===== src/rtl/instr_fetch.sv =====
// Instruction fetch: PC register plus a FETCH/WAIT/DROP FSM that keeps at most one
// imem request in flight and pushes {pc, instr} into the instruction buffer.
module instr_fetch #(
   parameter logic [31:0] RESET_PC = 32'h0000_0000
) (
   input  logic        clk,
   input  logic        reset,
   output logic        imem_req_valid,
   input  logic        imem_req_ready,
   output logic [31:0] imem_req_addr,
   input  logic        imem_resp_valid,
   input  logic [31:0] imem_resp_data,
   input  logic        redirect_valid,
   input  logic [31:0] redirect_pc,
   input  logic        buf_full,
   output logic        buf_write_en,
   output logic [63:0] buf_write_data,
   output logic [1:0]  o_dbg_state
);

   typedef enum logic [1:0] {
      S_FETCH = 2'd0,
      S_WAIT  = 2'd1,
      S_DROP  = 2'd2
   } state_t;

   state_t      r_state;
   logic [31:0] r_pc;
   logic [31:0] r_req_pc;

   logic        w_handshake;
   logic [31:0] w_redirect_pc;
   logic        w_unused_ok;

   // Handshake: a request transfers on a rising edge where imem_req_valid && imem_req_ready;
   // valid is only raised in FETCH, so no second request can start before the response.
   assign imem_req_valid = reset && (r_state == S_FETCH) && !buf_full && !redirect_valid;
   assign w_handshake    = imem_req_valid && imem_req_ready;
   assign imem_req_addr  = r_pc;

   assign buf_write_en   = reset && (r_state == S_WAIT) && imem_resp_valid && !redirect_valid;
   assign buf_write_data = {r_req_pc, imem_resp_data};

   assign w_redirect_pc  = {redirect_pc[31:2], 2'b00};
   assign w_unused_ok    = &{1'b0, redirect_pc[1:0]};
   assign o_dbg_state    = r_state;

   always_ff @(posedge clk) begin
      if (!reset) begin
         r_state  <= S_FETCH;
         r_pc     <= RESET_PC;
         r_req_pc <= RESET_PC;
      end else if (redirect_valid) begin
         // Redirect wins over everything; an in-flight response must still be drained.
         r_pc <= w_redirect_pc;
         case (r_state)
            S_FETCH: r_state <= S_FETCH;
            S_WAIT:  r_state <= imem_resp_valid ? S_FETCH : S_DROP;
            S_DROP:  r_state <= S_DROP;
            default: r_state <= S_FETCH;
         endcase
      end else begin
         case (r_state)
            S_FETCH: begin
               if (w_handshake) begin
                  r_req_pc <= r_pc;
                  r_state  <= S_WAIT;
               end
            end
            S_WAIT: begin
               if (imem_resp_valid) begin
                  r_pc    <= r_req_pc + 32'd4;
                  r_state <= S_FETCH;
               end
            end
            S_DROP: begin
               if (imem_resp_valid) begin
                  r_state <= S_FETCH;
               end
            end
            default: r_state <= S_FETCH;
         endcase
      end
   end

endmodule


===== config.mk =====
export PLATFORM = sky130hd
export DESIGN_NAME = instr_fetch
export DESIGN_NICKNAME = d
export VERILOG_FILES = /design/src/rtl/instr_fetch.sv
export SDC_FILE = /design/constraint.sdc
export NUM_CORES = 1
export LEC_CHECK = 0
export ABC_AREA = 0
export CAP_MARGIN = 20
export CORE_MARGIN = 4
export CORE_UTILIZATION = 44
export DETAILED_ROUTE_END_ITERATION = 10
export PLACE_DENSITY = 0.86
export SLEW_MARGIN = 20
export SYNTH_ARGS = -nofsm -noshare
export SYNTH_HDL_FRONTEND = slang
export SYNTH_SLANG_ARGS = --single-unit

===== constraint.sdc =====
create_clock -name clk -period 5.74 [get_ports clk]
set_clock_uncertainty 0.15 [all_clocks]
set_input_delay 0.574 -clock clk [delete_from_list [all_inputs] [get_ports clk]]
set_output_delay 0.574 -clock clk [all_outputs]
set_load 0.005 [all_outputs]

==> flow_summary.ini <==
[timing]
tightest_slew_ns = 1.119
worst_hold_slack_ns = 0.3182
fin_crit_ns = 3.414
clock.fmax_mhz = 292.9
slew_headroom_pct = 24.68
grt_setup_unrepaired = no
tns_ns = 0
setup_viol_count_final = 0
period_share_pct = 59.48
drv_slew = 0
hold_viol = 0

[cts]
clk_pin_slew_ns = 0.07
post_cts_buffers = 0
cts_resized = 0
cts_num_sinks = 66
clock_path_buffers = 2
root_buffer = clkbuf_8
cts-htree-levels = 3
cts_buffers = 9
holdBufCountCts = 0
cts_tree = built
clock_latency_ns = 0.34

[synthesis]
synth_edf_count = 0
postSynthCellCount = 466
synthesis.area_sq_um = 3543
syn-num-nets = 540
yosysWarnings = 0
yosysSeqAreaShare_pct = 37.29
async_reset_ff_share_pct = 0
synthFlopType = dfxtp_1
synth_cell_types = 50
ys_seq_elements = 66
avgSynthCellArea_sq_um = 7.604

[setup_path]
cp.depth = 6
cpMaxStageDelayCell = clkdlybuf4s50_1
crit_path_end_kind = primary output
crit_path_max_fanout = 21
cp_top_family = buffers and inverters
cp.required_ns = 5.02
r2r_slack_ns = 3.15
r2r_end = imem_req_addr[31]$_SDFFE_PN0P_
slowest_delay_ns = 0.63
critPathKind = in2out
start_kind = input port
timing.rr.start = r_req_pc[7]$_SDFFE_PN0P_
critPathArrivalTime_ns = 2.69
r2r_cells = 4
cp_num_buf_inv = 5
crit_chain = clkdlybuf4s50_1 > buf_4 > nand4b_1 > buf_4 > inv_1 > clkdlybuf4s50_1

[min_path]
hp-start = imem_req_addr[8]$_SDFFE_PN0P_
hold_end = r_req_pc[8]$_SDFFE_PN0P_
min_path_cells = 2
min_path_type = reg2reg

[floorplanning]
core_area_sq_um = 7767
initial_core_util_pct = 45.62
die_h_um = 97.74
num_io_pins = 170
rows = 32
die_area_sq_um = 9553
die_w_um = 97.74

[grt]
first_global_vias = 3611
grt_pass1_wl_um = 17100
antenna_found_initial = 0
grt_max_degree = 63
grt.overflow.total = 0
track_usage_pct = 21.61

[placed_design]
gp_congestion = 0.8203
port-buffer-count = 103
dp_hpwl_um = 7027

[layout]
diodes = 0
fin_nets = 594
n_fill_cell = 728
layout-drive-gt1-share_pct = 4.406
syn_to_final_growth_pct = 27.82

[route]
vias = 3586
drtPass1Iterations = 5
vias_per_cell = 5.747
wire_per_inst_um = 16.70
drt_wl_total_um = 10420
drc = 0
detail-route-antenna-nets = 0
initialDrtViolationCount = 210

[run_status]
status = finished clean

[job]
drv_cap = 0

[power_and_ir_drop]
powerDensity_nw_per_um2 = 204.6
leakagePower_nw = 1.533
peakVddDrop_mv = 0.09118
-- cell usage after synthesis (all sizes together), types with 3 or more instances --
cell type | count | area, sq um
o311a | 3 | 30.03
a21oi | 46 | 230.2
nor2 | 20 | 75.07
or3 | 3 | 18.77
dfxtp | 66 | 1321
a22oi | 7 | 52.55
and3 | 7 | 43.79
a211oi | 3 | 22.52
a211o | 6 | 52.55
ha | 4 | 50.05
nand2 | 111 | 416.7
and4 | 3 | 26.28
inv | 6 | 22.52
nor3 | 7 | 35.03
o21ai | 15 | 75.07
nand3 | 10 | 62.56
or4 | 5 | 37.54
nor3b | 3 | 22.52
a31oi | 4 | 25.02
o211ai | 7 | 52.55
o22ai | 5 | 31.28
clkbuf | 29 | 108.9
xnor2 | 8 | 70.07
nor4 | 8 | 50.05
nor2b | 9 | 56.30
buf | 36 | 257.8
a221o | 6 | 60.06
nand4 | 7 | 50.05
-- per-layer routing --
layer / routed length [um] / global-route usage (%) / vias up
met2: 5066 / 37.53 / 160
met3: 794 / 4.714 / 39
met4: 289 / 9.478 / 0
met5: 0 / 0 / -
li1: - / - / 1714
met1: 4269 / 25.60 / 1673
-- cells in the final DEF, fill, tap and decap left out, types with 2 or more instances in the layout --
cell,count
nor2b_1,9
nor3_1,7
nor2_1,20
nor3b_1,3
a31oi_1,4
a211oi_1,3
o211ai_1,7
dfxtp_1,66
o22ai_1,5
a211o_1,6
and2_1,2
clkdlybuf4s50_1,102
a22oi_1,7
nand3_1,9
buf_4,5
clkbuf_1,2
o21ai_0,15
o311a_1,3
o211a_1,2
and3_1,7
a311o_1,2
and4_1,3
o221ai_1,2
or3_1,3
or4_1,5
a221o_1,6
ha_1,4
nor4_1,8
nand2_1,110
nand4_1,6
a21oi_1,46
clkbuf_8,11
inv_1,6
xnor2_1,8
-- registers in the layout (all words and copies together) (netlist names) --
signal	cells
r_req_pc	32
o_dbg_state	2
imem_req_addr	32
-- kinds of logic after synthesis --
logic type	share of synthesized area, %
adder cells (fa/ha/maj)	1.412
AND/OR/NAND/NOR	27.01
XOR/XNOR	1.977
flip-flops	37.29
buffers and inverters	10.98
AO/OA/AOI/OAI	21.05
multiplexers	0.2825
-- per-stage QoR --
step	total power, mW	cell area, sq um	setup slack (ns)	utilization [%]	cells
global placement	0.5978	4368	2.367	56.23	611
global route	0.9620	4529	2.185	58.31	624
CTS	0.9324	4529	2.332	58.31	624
finish	0.9268	4529	2.326	58.31	624
detailed placement	0.6002	4370	2.334	56.27	611
floorplan	0.5531	3543	3.472	-	466
-- report_power, final --
part / leakage, nW / internal (mW) / total, mW / switching (mW)
Sequential: 0.538 / 0.472 / 0.484 / 0.0122
Clock: 0.0815 / 0.174 / 0.337 / 0.163
Combinational: 0.914 / 0.0617 / 0.106 / 0.0442
-- final cells by class --
| class | instances | area (sq um) | share of cell area, % |
|---|---|---|---|
| inverter | 6 | 22.52 | 0.4972 |
| timing repair buffer | 108 | 1064 | 23.48 |
| sequential | 66 | 1321 | 29.17 |
| tap | 102 | 127.6 | 2.818 |
| multi-input combinational | 329 | 1836 | 40.52 |
| clock buffer | 13 | 158.9 | 3.508 |
-- worst register-to-register path: cells and delay by family, from the launching register on --
kind / cells / cell delay (ns)
simple gates: 2 / 1.44
flops: 1 / 0.41
compound gates: 2 / 0.47
-- worst max path at each step --
stage / start / end
floorplan: r_req_pc[2]$_SDFFE_PN0P_ / imem_req_addr[24]$_SDFFE_PN0P_
global placement: reset / buf_write_en
detailed placement: reset / buf_write_en
CTS: reset / buf_write_en
global route: reset / buf_write_en
finish: reset / buf_write_en
(Power assumes the default switching activity.)
